`src/rtl/xif_offload_master.sv`:
```
// Offload master: issues one core instruction at a time to a coprocessor,
// relays the core's commit decision, and routes results (in any order) back
// to the core writeback port while tracking outstanding IDs.
//
// state    | meaning
// ---------+-------------------------------------------------------------
// S_IDLE   | ready for a new core request when an ID slot is free
// S_ISSUE  | issue request presented to the coprocessor, held until ready
// S_COMMIT | waiting for the core commit/kill decision on the issued op
module xif_offload_master #(
   parameter int ID_WIDTH        = 4,
   parameter int MAX_OUTSTANDING = 4
) (
   input  logic                clk_i,
   input  logic                rst_i,
   input  logic                req_valid_i,
   output logic                req_ready_o,
   input  logic [31:0]         req_instr_i,
   input  logic [31:0]         req_rs1_i,
   input  logic [31:0]         req_rs2_i,
   output logic                x_issue_valid_o,
   input  logic                x_issue_ready_i,
   output logic [31:0]         x_issue_instr_o,
   output logic [31:0]         x_issue_rs1_o,
   output logic [31:0]         x_issue_rs2_o,
   output logic [ID_WIDTH-1:0] x_issue_id_o,
   input  logic                x_issue_accept_i,
   input  logic                x_issue_writeback_i,
   input  logic                commit_valid_i,
   input  logic                commit_kill_i,
   output logic                x_commit_valid_o,
   output logic [ID_WIDTH-1:0] x_commit_id_o,
   output logic                x_commit_kill_o,
   input  logic                x_result_valid_i,
   output logic                x_result_ready_o,
   input  logic [ID_WIDTH-1:0] x_result_id_i,
   input  logic [4:0]          x_result_rd_i,
   input  logic [31:0]         x_result_data_i,
   input  logic                x_result_we_i,
   output logic                wb_valid_o,
   input  logic                wb_ready_i,
   output logic [4:0]          wb_rd_o,
   output logic [31:0]         wb_data_o,
   output logic [ID_WIDTH-1:0] wb_id_o,
   output logic                illegal_o,
   output logic                err_o
);

   localparam int NUM_IDS = 2 ** ID_WIDTH;
   localparam logic [ID_WIDTH:0] MAX_CNT = (ID_WIDTH + 1)'(MAX_OUTSTANDING);

   typedef enum logic [1:0] {S_IDLE, S_ISSUE, S_COMMIT} state_e;

   state_e                state_q, state_d;
   logic [ID_WIDTH-1:0]   next_id_q, next_id_d;
   logic [ID_WIDTH-1:0]   id_q, id_d;
   logic [31:0]           instr_q, instr_d, rs1_q, rs1_d, rs2_q, rs2_d;
   logic                  accepted_q, accepted_d;
   logic                  illegal_q, illegal_d;
   logic                  commit_valid_q, commit_valid_d;
   logic [ID_WIDTH-1:0]   commit_id_q, commit_id_d;
   logic                  commit_kill_q, commit_kill_d;
   logic [NUM_IDS-1:0]    pending_q, pending_d;
   logic                  wb_valid_q, wb_valid_d;
   logic [4:0]            wb_rd_q, wb_rd_d;
   logic [31:0]           wb_data_q, wb_data_d;
   logic [ID_WIDTH-1:0]   wb_id_q, wb_id_d;
   logic                  err_q, err_d;
   logic [ID_WIDTH:0]     pend_cnt;
   logic                  req_ready;
   logic                  res_hs;

   // Number of IDs awaiting a result.
   always_comb begin
      pend_cnt = '0;
      for (int i = 0; i < NUM_IDS; i++) begin
         pend_cnt = pend_cnt + {{ID_WIDTH{1'b0}}, pending_q[i]};
      end
   end

   assign req_ready = (state_q == S_IDLE) && !rst_i && (pend_cnt < MAX_CNT) &&
                      !pending_q[next_id_q];
   assign res_hs    = x_result_valid_i && x_result_ready_o;

   // Next-state, pending-table and writeback logic.
   always_comb begin
      state_d        = state_q;
      next_id_d      = next_id_q;
      id_d           = id_q;
      instr_d        = instr_q;
      rs1_d          = rs1_q;
      rs2_d          = rs2_q;
      accepted_d     = accepted_q;
      illegal_d      = 1'b0;
      commit_valid_d = 1'b0;
      commit_id_d    = commit_id_q;
      commit_kill_d  = 1'b0;
      pending_d      = pending_q;
      wb_valid_d     = wb_valid_q;
      wb_rd_d        = wb_rd_q;
      wb_data_d      = wb_data_q;
      wb_id_d        = wb_id_q;
      err_d          = 1'b0;

      case (state_q)
         S_IDLE: begin
            if (req_valid_i && req_ready) begin
               instr_d = req_instr_i;
               rs1_d   = req_rs1_i;
               rs2_d   = req_rs2_i;
               id_d    = next_id_q;
               state_d = S_ISSUE;
            end
         end
         S_ISSUE: begin
            if (x_issue_ready_i) begin
               if (x_issue_accept_i && x_issue_writeback_i) pending_d[id_q] = 1'b1;
               illegal_d  = !x_issue_accept_i;
               accepted_d = x_issue_accept_i;
               next_id_d  = next_id_q + 1'b1;
               state_d    = S_COMMIT;
            end
         end
         S_COMMIT: begin
            if (commit_valid_i) begin
               commit_valid_d = 1'b1;
               commit_id_d    = id_q;
               commit_kill_d  = commit_kill_i || !accepted_q;
               state_d        = S_IDLE;
            end
         end
         default: state_d = S_IDLE;
      endcase

      // A killed op will never get a usable result, so free its slot now.
      if (commit_valid_q && commit_kill_q) pending_d[commit_id_q] = 1'b0;

      if (wb_valid_q && wb_ready_i) wb_valid_d = 1'b0;

      // Lookup uses the registered table, so a same-cycle kill still lets the
      // result through once without flagging an error.
      if (res_hs) begin
         if (pending_q[x_result_id_i]) begin
            pending_d[x_result_id_i] = 1'b0;
            if (x_result_we_i) begin
               wb_valid_d = 1'b1;
               wb_rd_d    = x_result_rd_i;
               wb_data_d  = x_result_data_i;
               wb_id_d    = x_result_id_i;
            end
         end else begin
            err_d = 1'b1;
         end
      end
   end

   // State registers with synchronous reset.
   always_ff @(posedge clk_i) begin
      if (rst_i) begin
         state_q        <= S_IDLE;
         next_id_q      <= '0;
         id_q           <= '0;
         instr_q        <= '0;
         rs1_q          <= '0;
         rs2_q          <= '0;
         accepted_q     <= 1'b0;
         illegal_q      <= 1'b0;
         commit_valid_q <= 1'b0;
         commit_id_q    <= '0;
         commit_kill_q  <= 1'b0;
         pending_q      <= '0;
         wb_valid_q     <= 1'b0;
         wb_rd_q        <= '0;
         wb_data_q      <= '0;
         wb_id_q        <= '0;
         err_q          <= 1'b0;
      end else begin
         state_q        <= state_d;
         next_id_q      <= next_id_d;
         id_q           <= id_d;
         instr_q        <= instr_d;
         rs1_q          <= rs1_d;
         rs2_q          <= rs2_d;
         accepted_q     <= accepted_d;
         illegal_q      <= illegal_d;
         commit_valid_q <= commit_valid_d;
         commit_id_q    <= commit_id_d;
         commit_kill_q  <= commit_kill_d;
         pending_q      <= pending_d;
         wb_valid_q     <= wb_valid_d;
         wb_rd_q        <= wb_rd_d;
         wb_data_q      <= wb_data_d;
         wb_id_q        <= wb_id_d;
         err_q          <= err_d;
      end
   end

   assign req_ready_o      = req_ready;
   assign x_issue_valid_o  = (state_q == S_ISSUE);
   assign x_issue_instr_o  = instr_q;
   assign x_issue_rs1_o    = rs1_q;
   assign x_issue_rs2_o    = rs2_q;
   assign x_issue_id_o     = id_q;
   assign x_commit_valid_o = commit_valid_q;
   assign x_commit_id_o    = commit_id_q;
   assign x_commit_kill_o  = commit_kill_q;
   assign x_result_ready_o = !wb_valid_q || wb_ready_i;
   assign wb_valid_o       = wb_valid_q;
   assign wb_rd_o          = wb_rd_q;
   assign wb_data_o        = wb_data_q;
   assign wb_id_o          = wb_id_q;
   assign illegal_o        = illegal_q;
   assign err_o            = err_q;

endmodule

```
`config.mk`:
```
export PLATFORM = sky130hd
export DESIGN_NAME = xif_offload_master
export DESIGN_NICKNAME = d
export VERILOG_FILES = /design/src/rtl/xif_offload_master.sv
export SDC_FILE = /design/constraint.sdc
export NUM_CORES = 1
export LEC_CHECK = 0
export BUFFER_PORTS_ARGS = -buffer_cell sky130_fd_sc_hd__buf_2
export CORE_UTILIZATION = 46
export CTS_BUF_LIST = sky130_fd_sc_hd__clkbuf_4 sky130_fd_sc_hd__clkbuf_8
export DETAILED_ROUTE_END_ITERATION = 12
export PLACE_DENSITY_LB_ADDON = 0.05
export SLEW_MARGIN = 20
export SYNTH_ARGS = -nofsm -noshare
export SYNTH_HDL_FRONTEND = slang
export SYNTH_SLANG_ARGS = --single-unit
export TNS_END_PERCENT = 1
```
`constraint.sdc`:
```
create_clock -name clk_i -period 4.2 [get_ports clk_i]
set_input_delay 0.84 -clock clk_i [delete_from_list [all_inputs] [get_ports clk_i]]
set_output_delay 0.84 -clock clk_i [all_outputs]
set_load 0.02 [all_outputs]
```
==> results of run 1 <==
==> worst max path at each step <==
stage                        endpoint  cells past startpoint           from
after global placement    req_ready_o                     12  pending_q[15]
after floorplan           req_ready_o                     11  pending_q[15]
after detailed placement  req_ready_o                     14   pending_q[9]
final                     req_ready_o                     14   pending_q[5]
after CTS                 req_ready_o                     14   pending_q[5]
after global routing      req_ready_o                     14   pending_q[3]
==> layer usage <==
metal,wire length (um),share of wire,up-vias
li1,-,-,3491
met1,9080,0.43,3135
met2,10200,0.48,246
met3,1560,0.073,28
met4,440,0.021,0
met5,0,0,-
==> registers in the layout, summed over array words and instances, names as in the netlist <==
| name | cells |
|---|---|
| accepted_q | 1 |
| err_o | 1 |
| illegal_o | 1 |
| next_id_q | 4 |
| pending_q | 16 |
| state_q | 2 |
| wb_data_o | 32 |
| wb_id_o | 4 |
| wb_rd_o | 5 |
| wb_valid_o | 1 |
| x_commit_id_o | 4 |
| x_commit_kill_o | 1 |
| x_commit_valid_o | 1 |
| x_issue_id_o | 4 |
| x_issue_instr_o | 32 |
| x_issue_rs1_o | 32 |
| x_issue_rs2_o | 32 |
==> where the power goes <==
| part | total, mW | leakage (nW) | switching (mW) | internal (mW) |
|---|---|---|---|---|
| logic | 0.461 | 2.74 | 0.262 | 0.199 |
| clock network | 1.24 | 0.217 | 0.596 | 0.640 |
| registers | 1.73 | 1.41 | 0.0320 | 1.70 |
| total | 3.43 | 4.37 | 0.890 | 2.54 |
==> kinds of logic (layout without fill, tap and decap cells) <==
| kind of cell | after synthesis | in the layout | synth area share |
|---|---|---|---|
| compound gates | 146 | 146 | 0.104 |
| xor+xnor | 2 | 2 | 0.00219 |
| fa+ha+maj | 14 | 14 | 0.0303 |
| buf+inv | 93 | 378 | 0.0525 |
| flops | 173 | 173 | 0.433 |
| mux | 59 | 59 | 0.0801 |
| other cells | 0 | 2 | 0 |
| simple gates | 378 | 378 | 0.298 |
==> final cells by class <==
class	count	share of cell area
Antenna cell	2	0.000494
Clock buffer	22	0.0281
Clock inverter	10	0.0137
Inverter	26	0.00964
Multi-Input combinational cell	599	0.410
Sequential cell	173	0.343
Tap cell	220	0.0272
Timing Repair Buffer	320	0.169
==> cells in the mapped netlist, types with 2 or more instances <==
cell       count  area (um2)
nand2b_1     186        1160
dfxtp_1      173        3460
nand3b_1     101         758
o21ai_0       90         450
mux2i_1       55         551
clkbuf_1      47         176
nor2_1        33         124
inv_1         26        97.6
a21oi_1       21         105
a2111oi_0     16         140
nand2_1       15        56.3
buf_2         12        60.1
nor3_1        10        50.1
o21ai_1       10        50.1
fa_1           9         180
nand3_1        8        40.0
buf_6          7        78.8
nor4_1         6        37.5
ha_1           5        62.6
mux4_2         4        90.1
nor2b_1        4        25.0
and3b_1        2        17.5
o2111ai_1      2        17.5
or3_1          2        12.5
xor2_1         2        17.5
==> worst register-to-register path, cell delays in order (launching register included) <==
cell and delay (ns):
dfxtp_2 0.33, inv_1 0.05, fa_1 0.56, fa_1 0.17
inv_1 0.05, fa_1 0.50, inv_1 0.05, fa_1 0.53
inv_1 0.04, ha_1 0.21, or4b_1 0.57, nor4_4 0.20
a22oi_2 0.20, buf_12 0.27, nand3b_1 0.19, o21ai_0 0.09
==> timing repair <==
item / in CTS / in global routing
pin swaps: 2 / 1
endpoints found under the setup margin: 1 / 101
endpoints found under the hold margin: 0 / 0
resized for setup: 3 / 3
cloned: 0 / 0
==> stage by stage <==
stage                     TNS, ns  area, um2  hold slack, ns
after CTS                  -0.910      10100           0.471
after floorplan            -0.355       8030           0.432
final                      -0.856      10100           0.474
after detailed placement   -0.471       9680           0.453
after global placement     -0.444       9680           0.454
after global routing       -10.04      10100           0.486
==> metrics.txt, run 1 <==
category of the most critical setup path reg2out; violation count after the first detailed-routing iteration 395; placed wire-length estimate after detailed placement 15.1 mm; status complete, but fails checks; Cells after Synth 865; Die Wd 134 um; Vias 6900; pin count of the biggest net entering global routing 270; crit path DAT 4.22 ns; number of stages on the worst hold path 2; Most used DFF post-synth dfxtp_1; Net Count, Synth 1027; EDFF count, synth 0; overall routing resource usage 0.233; setup slack at placement -0.471 ns; number of levels the H-tree was split into 4; post-detailed-route via-to-cell ratio 5.03; number of placement rows 47; routing usage on met3 0.0752; hold bufs inserted after CTS 0; final worst slack -0.856 ns; commonest non-fill, non-tap cell in the layout buf_2; via count of the first global-routing pass 6280; fmax 198 MHz; buffers inserted during post-CTS setup optimization 0; Pre-Repair DR Iteration Count 5; clock buffer count from CTS 17; async set-reset flop share out of synthesis 0; Static Leakage 4.37 nW; logic depth of the worst register-to-register path 15; clock latency reported for the late side of the worst-skew pair 0.46 ns; initial cell density of the core 0.477; antenna viol nets, final 0; tightest slew margin relative to the limit 0.378; Worst R2R Setup Slack 0.06 ns; gate family responsible for the most delay along the worst path adder cells; Slew @ Worst Pin 0.933 ns; Final Critical Period 5.06 ns; endpoints failing hold 0; final instance count without filler cells 1372; wire length after detailed routing 21.3 mm; count of synthesis-stage warnings from yosys 0; type of element launching the critical path flop; clock tree from TritonCTS done; Clock Skews 0.0174 ns; most frequent cells in the layout buf_2, nand2b_1, dfxtp_1; RD Place Congestion 0.934; RR Startpoint pending_q[5]; die height 134 um; setup repair after global routing missed its margin yes; DRC Markers 0; global-route wire length before repair 32.8 mm; number of buffers and inverters on the critical path 5; fill cell instance count of the final layout 1512; core region area 0.0168 mm2; cell at the slowest stage of the critical path fa_1; post-synthesis instance area 0.00800 mm2; GR Util met2 0.379; CTS sink count 173; maximum fanout along the worst path 2; placed instance count 1338; violated checks setup timing; worst reg2reg endpoint x_issue_rs1_o[10]; critical path required time 3.36 ns; start point of the worst hold path wb_data_o[2]; root buffer cell clkbuf_8; share of the clock period used by the worst path after layout 1.20; flip-flop and latch count after synthesis 173; CTS max path bufs 2; GRT overflow 0; die outline area 0.0179 mm2; maximum single-stage delay on the critical path 0.56 ns; Clock Pin Slew Worst Setup and Hold Paths 0.08 ns; count of final max-slew check failures 0; global-route track usage on met1 0.287; final-stage net count 1299; area occupied by multi-input gates 0.00415 mm2; initial antenna violation count 2; IR drop worst, VDD 176 uV; path type of the worst min-delay path reg2reg; setup violation total in the final timing report 1; average size of a mapped cell 9.25 um2; busiest metal layer after global routing met2; total power per unit cell area 339 mW/mm2; register area 0.00347 mm2; hold endpoint wb_data_o[2]; count of input and output buffers 300; sequential cell area fraction in the yosys report 0.433; share of final-layout standard cells stronger than drive strength 1 0.323; number of max-cap violations 0; total power draw 3.43 mW; Yosys cell types 44; series of cell instances along the critical path inv_1, fa_1, fa_1, inv_1, fa_1, inv_1, fa_1, inv_1, ha_1, and3b_2, or2_4, or4_4, nor3_4, buf_6; Area growth, synth to finish 26.5%; number of placed I/O pins 301; kind of capture point of the worst setup path primary output; core occupancy in the finished layout 0.604; average wire per standard cell 15.5 um
(Power assumes the default switching activity.)
==> run 2: changes to the inputs <==
CORE_MARGIN = 10   (was default)
SKIP_CTS_REPAIR_TIMING = 1   (was default)
==> run 2 against run 1 <==
  * The run still ends with setup timing left
  * Combinational power rose by 2%
  * Sequential power barely moved
  * Worst setup slack got worse by 0.0092 ns
  * Global-route usage fell by 3.5 points
  * Fmax fell by 0.18%
  * Clock-buffer cell count fell by 2
  * Non-clock buffer count did not move
  * First-iteration DRC count rose by 36%
  * Sequential share of layout area barely moved
  * Critical path type unchanged
==> metrics.txt, run 2 (same netlist as run 1, synthesis figures left out) <==
wire length after detailed routing 23.8 mm (+12%); final-stage net count 1299 (unchanged); Die Wd 152 um (+13%); number of max-cap violations 0 (unchanged); initial cell density of the core 0.466 (-0.0116); clock latency reported for the late side of the worst-skew pair 0.46 ns (about the same); endpoints failing hold 0 (unchanged); cell at the slowest stage of the critical path fa_1; DRC Markers 0 (unchanged); GRT overflow 0 (unchanged); endpoint of the worst setup timing path req_ready_o; total power per unit cell area 339 mW/mm2 (about the same); category of the most critical setup path reg2out; Clock Pin Slew Worst Setup and Hold Paths 0.08 ns (about the same); Area growth, synth to finish 26.4%; series of cell instances along the critical path inv_1, fa_1, fa_2, inv_2, fa_1, inv_2, fa_1, inv_1, ha_1, and3b_2, or2_4, or4_4, nor3_4, buf_6; sum of negative setup slack -0.865 ns (-0.00923 ns); placed wire-length estimate after detailed placement 17.8 mm (+17%); count of input and output buffers 300 (unchanged); Worst R2R Setup Slack 0.01 ns (-0.05 ns); critical path required time 3.36 ns (about the same); crit path DAT 4.22 ns (about the same); CTS sink count 173 (unchanged); worst hold slack 0.469 ns (-0.00473 ns); maximum single-stage delay on the critical path 0.57 ns (about the same); number of placed I/O pins 301 (unchanged); Slew @ Worst Pin 0.905 ns (-0.0275 ns); register area 0.00347 mm2 (about the same); CTS max path bufs 2 (unchanged); share of the clock period used by the worst path after layout 1.21 (+0.00220); cell-internal power 2.53 mW (-0.45%); area occupied by multi-input gates 0.00415 mm2 (about the same); switching power as a share of total power 0.262 (+0.00253); IR drop worst, VDD 190 uV (+8.1%); pin count of the biggest net entering global routing 255 (-5.6%); fmax 197 MHz (-0.18%); overall routing resource usage 0.198 (-0.0353); kind of capture point of the worst setup path primary output; Net Sw Power 898 uW (+0.86%); global-route wire length before repair 37.3 mm (+14%); status complete, but fails checks; post-detailed-route via-to-cell ratio 5.02 (-0.26%); final worst slack -0.865 ns (-0.00923 ns); clock share of power 0.357 (-0.003); clock tree from TritonCTS done; antenna viol nets, final 0 (unchanged); clock buffer count from CTS 17 (unchanged); number of levels the H-tree was split into 4 (unchanged); Vias 6902 (+0.029%); core region area 0.0172 mm2 (+2.5%); maximum fanout along the worst path 2 (unchanged); worst reg2reg endpoint x_issue_rs2_o[13]; RR Startpoint pending_q[5]; placed instance count 1343 (+0.37%); share of final-layout standard cells stronger than drive strength 1 0.325 (+0.00143); violated checks setup timing; violation count after the first detailed-routing iteration 537 (+36%); fill cell instance count of the final layout 1620 (+7.1%); Clock Skews 0.0164 ns (-0.00101 ns); final instance count without filler cells 1376 (+0.29%); crit-path most repeated cell fa_1; die outline area 0.0231 mm2 (+29%); combinational share of power 0.137 (+0.003); average wire per standard cell 17.3 um (+12%); Static Leakage 4.34 nW (-0.50%); initial antenna violation count 4 (+2); Sequential Power Share 0.506 (about the same); logic depth of the worst register-to-register path 15 (unchanged); path type of the worst min-delay path reg2reg; RD Place Congestion 0.908 (-2.8%); most frequent cells in the layout buf_2, nand2b_1, dfxtp_1; via count of the first global-routing pass 6716 (+6.9%); number of placement rows 48 (+2.1%); Final Critical Period 5.06 ns (+0.00923 ns); root buffer cell clkbuf_8; setup violation total in the final timing report 1 (unchanged); tightest slew margin relative to the limit 0.397 (+0.0184); type of element launching the critical path flop; setup repair after global routing missed its margin yes; crit path from pending_q[5]; Pre-Repair DR Iteration Count 7 (+2); commonest non-fill, non-tap cell in the layout buf_2; die height 152 um (+13%); count of final max-slew check failures 0 (unchanged)
[run 2: changes by cell type in the layout (fill, tap and decap cells not counted), moves of 3 or more]
cell / change
clkbuf_4: -3
clkinv_4: -3
clkinvlp_4: +3
inv_1: -3
inv_2: +3
[run 2: final cells by class]
class / count / share of cell area
Clock inverter: 10 / 0.0137
Antenna cell: 3 / 0.000742
Tap cell: 225 / 0.0278
Inverter: 26 / 0.00965
Clock buffer: 20 / 0.0272
Sequential cell: 173 / 0.343
Timing Repair Buffer: 320 / 0.168
Multi-Input combinational cell: 599 / 0.410
[run 2: worst max-delay path, delay by kind of cell, from the launching register on]
kind	cells	cell delay, ns
fa+ha+maj	5	2.07
simple gates	4	1.05
flops	1	0.34
buf+inv	5	0.32
[run 2: power groups by stage]
stage          Clock [mW]  Sequential (mW)  Combinational (mW)
6_report             1.22             1.73               0.470
3_5_place_dp            0             1.77               0.473
3_3_place_gp            0             1.77               0.474
2_1_floorplan           0             1.85               0.213
5_1_grt              1.32             1.74               0.516
4_1_cts              1.26             1.73               0.474
[run 2: worst min path at each step]
stage,from,endpoint,slack [ns],cells past startpoint
after floorplan,accepted_q,accepted_q,0.43,2
after global placement,accepted_q,accepted_q,0.44,2
after detailed placement,accepted_q,accepted_q,0.45,2
after CTS,accepted_q,accepted_q,0.47,2
after global routing,wb_data_o[12],wb_data_o[12],0.49,2
final,wb_data_o[30],wb_data_o[30],0.47,2
[run 2: metrics by stage]
step	setup WS, ns	total power, mW	cell area, um2	util
2_1_floorplan	-0.355	2.06	8030	-
3_3_place_gp	-0.433	2.24	9670	0.563
3_5_place_dp	-0.464	2.24	9670	0.563
4_1_cts	-0.968	3.47	10100	0.587
5_1_grt	-1.00	3.58	10100	0.589
6_report	-0.865	3.43	10100	0.589
[run 2: metal layers]
| metal | share of wire | track usage |
|---|---|---|
| met2 | 0.49 | 0.326 |
| met5 | 0.00055 | 0 |
| met3 | 0.095 | 0.0912 |
| met4 | 0.0068 | 0.0417 |
| met1 | 0.41 | 0.230 |
==> run 3: changes to the inputs <==
CORE_MARGIN = 4   (was 10)
PLACE_DENSITY = 0.76   (was default)
PLACE_DENSITY_LB_ADDON = default   (was 0.05)
==> run 3 against run 2 <==
  * The flow still finishes with violations (setup timing)
  * Largest cell class unchanged
  * Clock power up 6%
  * Sequential power hardly changed
  * Clock skew is 0.0028 ns lower
  * Critical endpoint unchanged
  * Worst setup slack improved by 0.048 ns
  * Utilization grew 2.2 points
  * Wire length shrank 8.2%
  * Flip-flop and latch count unchanged
  * Register-to-register slack better by 0.17 ns
  * Largest power group unchanged
  * Combinational power rose by 2%
  * Total power is 2.4% higher
  * Critical path depth decreased by 2
==> metrics.txt, run 3 (same netlist as run 1, synthesis figures left out) <==
status complete, but fails checks; violated checks setup timing; path type of the worst min-delay path reg2reg; critical path required time 3.36 ns (about the same); share of the clock period used by the worst path after layout 1.19 (-0.0114); RR Startpoint pending_q[3]; root buffer cell clkbuf_8; gate family responsible for the most delay along the worst path adder cells; Clock Pin Slew Worst Setup and Hold Paths 0.09 ns (about the same); Die Wd 140 um (-7.9%); count of final max-slew check failures 0 (unchanged); maximum fanout along the worst path 2 (unchanged); final-stage net count 1307 (+0.62%); most frequent cells in the layout buf_2, nand2b_1, dfxtp_1; commonest non-fill, non-tap cell in the layout buf_2; kind of capture point of the worst setup path primary output; total number of cells along the worst setup path 12 (-2); clock latency reported for the late side of the worst-skew pair 0.45 ns (about the same); Worst R2R Setup Slack 0.18 ns (+0.17 ns); core region area 0.0168 mm2 (-2.1%); antenna viol nets, final 0 (unchanged); post-detailed-route via-to-cell ratio 5.12 (+2.1%); count of input and output buffers 300 (unchanged); type of element launching the critical path flop; Area growth, synth to finish 28.4%; series of cell instances along the critical path inv_2, fa_1, fa_2, fa_2, fa_1, inv_1, ha_2, and3b_2, or2_4, or4_4, nor3_4, buf_6; maximum single-stage delay on the critical path 0.57 ns (about the same); category of the most critical setup path reg2out; Pre-Repair DR Iteration Count 5 (-2); placed instance count 1346 (+0.22%); Final Critical Period 5.02 ns (-0.0480 ns); area occupied by multi-input gates 0.00417 mm2 (+0.45%); setup violation total in the final timing report 1 (unchanged); tightest slew margin relative to the limit 0.415 (+0.0185); die height 140 um (-7.9%); CTS sink count 173 (unchanged); CTS max path bufs 2 (unchanged); worst reg2reg endpoint x_issue_rs2_o[18]; endpoints failing hold 0 (unchanged); core occupancy in the finished layout 0.611 (+0.0221); pin count of the biggest net entering global routing 129 (-49%); wire length after detailed routing 21.9 mm (-8.2%); endpoint of the worst setup timing path req_ready_o; number of placement rows 47 (-2.1%); global-route wire length before repair 34.7 mm (-7.0%); share of final-layout standard cells stronger than drive strength 1 0.335 (+0.00986); via count of the first global-routing pass 6685 (-0.46%); placed standard-cell area 0.00979 mm2 (+1.2%); number of levels the H-tree was split into 4 (unchanged); cell at the slowest stage of the critical path fa_2; Slew @ Worst Pin 0.877 ns (-0.0277 ns); register area 0.00347 mm2 (about the same); logic depth of the worst register-to-register path 15 (unchanged); number of placed I/O pins 301 (unchanged); final instance count without filler cells 1378 (+0.15%); GRT overflow 0 (unchanged); fill cell instance count of the final layout 1499 (-7.5%); average wire per standard cell 15.9 um (-8.3%); Final Instance Area 0.0103 mm2 (+1.6%); setup repair after global routing missed its margin yes; violation count after the first detailed-routing iteration 371 (-31%); total power per unit cell area 341 mW/mm2 (+0.75%); Static Leakage 4.43 nW (+1.9%); final worst slack -0.817 ns (+0.0480 ns); overall routing resource usage 0.215 (+0.0176); IR drop worst, VDD 190 uV (-0.38%); initial cell density of the core 0.476 (+0.00991); Vias 7056 (+2.2%); die outline area 0.0196 mm2 (-15%); setup slack at placement -0.467 ns (-0.00376 ns); fmax 199 MHz (+0.96%); Clock Skews 0.0136 ns (-0.00283 ns); RD Place Congestion 0.985 (+8.4%); crit path from pending_q[3]; DRC Markers 0 (unchanged); crit path DAT 4.18 ns (-0.04 ns); placed wire-length estimate after detailed placement 16.1 mm (-9.3%); number of buffers and inverters on the critical path 3 (-2); clock buffer count from CTS 17 (unchanged); initial antenna violation count 2 (-2); clock tree from TritonCTS done; number of max-cap violations 0 (unchanged)
-- run 3: worst min path at each step --
stage / from / end / cells past startpoint / slack, ns
final: accepted_q / accepted_q / 2 / 0.46
after global routing: wb_data_o[20] / wb_data_o[20] / 2 / 0.49
after CTS: accepted_q / accepted_q / 2 / 0.46
after detailed placement: accepted_q / accepted_q / 2 / 0.45
after global placement: accepted_q / accepted_q / 2 / 0.44
after floorplan: accepted_q / accepted_q / 2 / 0.43
-- run 3: power by group --
group	leakage, nW	internal (mW)	switching (mW)
clock network	0.225	0.692	0.601
logic	2.79	0.213	0.268
registers	1.41	1.70	0.0322
-- run 3: per-stage QoR --
step	power [mW]	hold WS, ns	setup TNS, ns
finish	3.51	0.465	-0.817
global route	3.67	0.486	-0.969
CTS	3.55	0.461	-1.01
detailed placement	2.25	0.447	-0.467
global placement	2.25	0.441	-0.424
floorplan	2.06	0.432	-0.355
-- run 3: area by class of cell --
| cell class | count | area share |
|---|---|---|
| flip-flops and latches | 173 | 0.338 |
| inverters | 26 | 0.00950 |
| diodes | 2 | 0.000487 |
| clock inverters | 10 | 0.0157 |
| clock buffers | 20 | 0.0268 |
| well taps | 220 | 0.0268 |
| multi-input cells | 599 | 0.406 |
| repair buffers | 328 | 0.177 |
-- run 3: worst register-to-register path: stages, from the launching register on --
cell and delay, ns:
dfxtp_2 0.35, inv_2 0.04, fa_1 0.51, fa_2 0.57, fa_2 0.44, fa_1 0.37
inv_1 0.07, ha_2 0.26, and3b_2 0.20, buf_4 0.14, nor4_4 0.24, a22oi_2 0.14
buf_12 0.20, buf_12 0.21, nand3b_1 0.09, o21ai_0 0.08
-- run 3: per-layer routing --
metal  GRT usage  wire length, um  vias up
met4      0.0745              492        0
met2       0.354            10500      259
li1            -                -     3521
met5           0                0        -
met1       0.265             8960     3234
met3      0.0733             1910       42
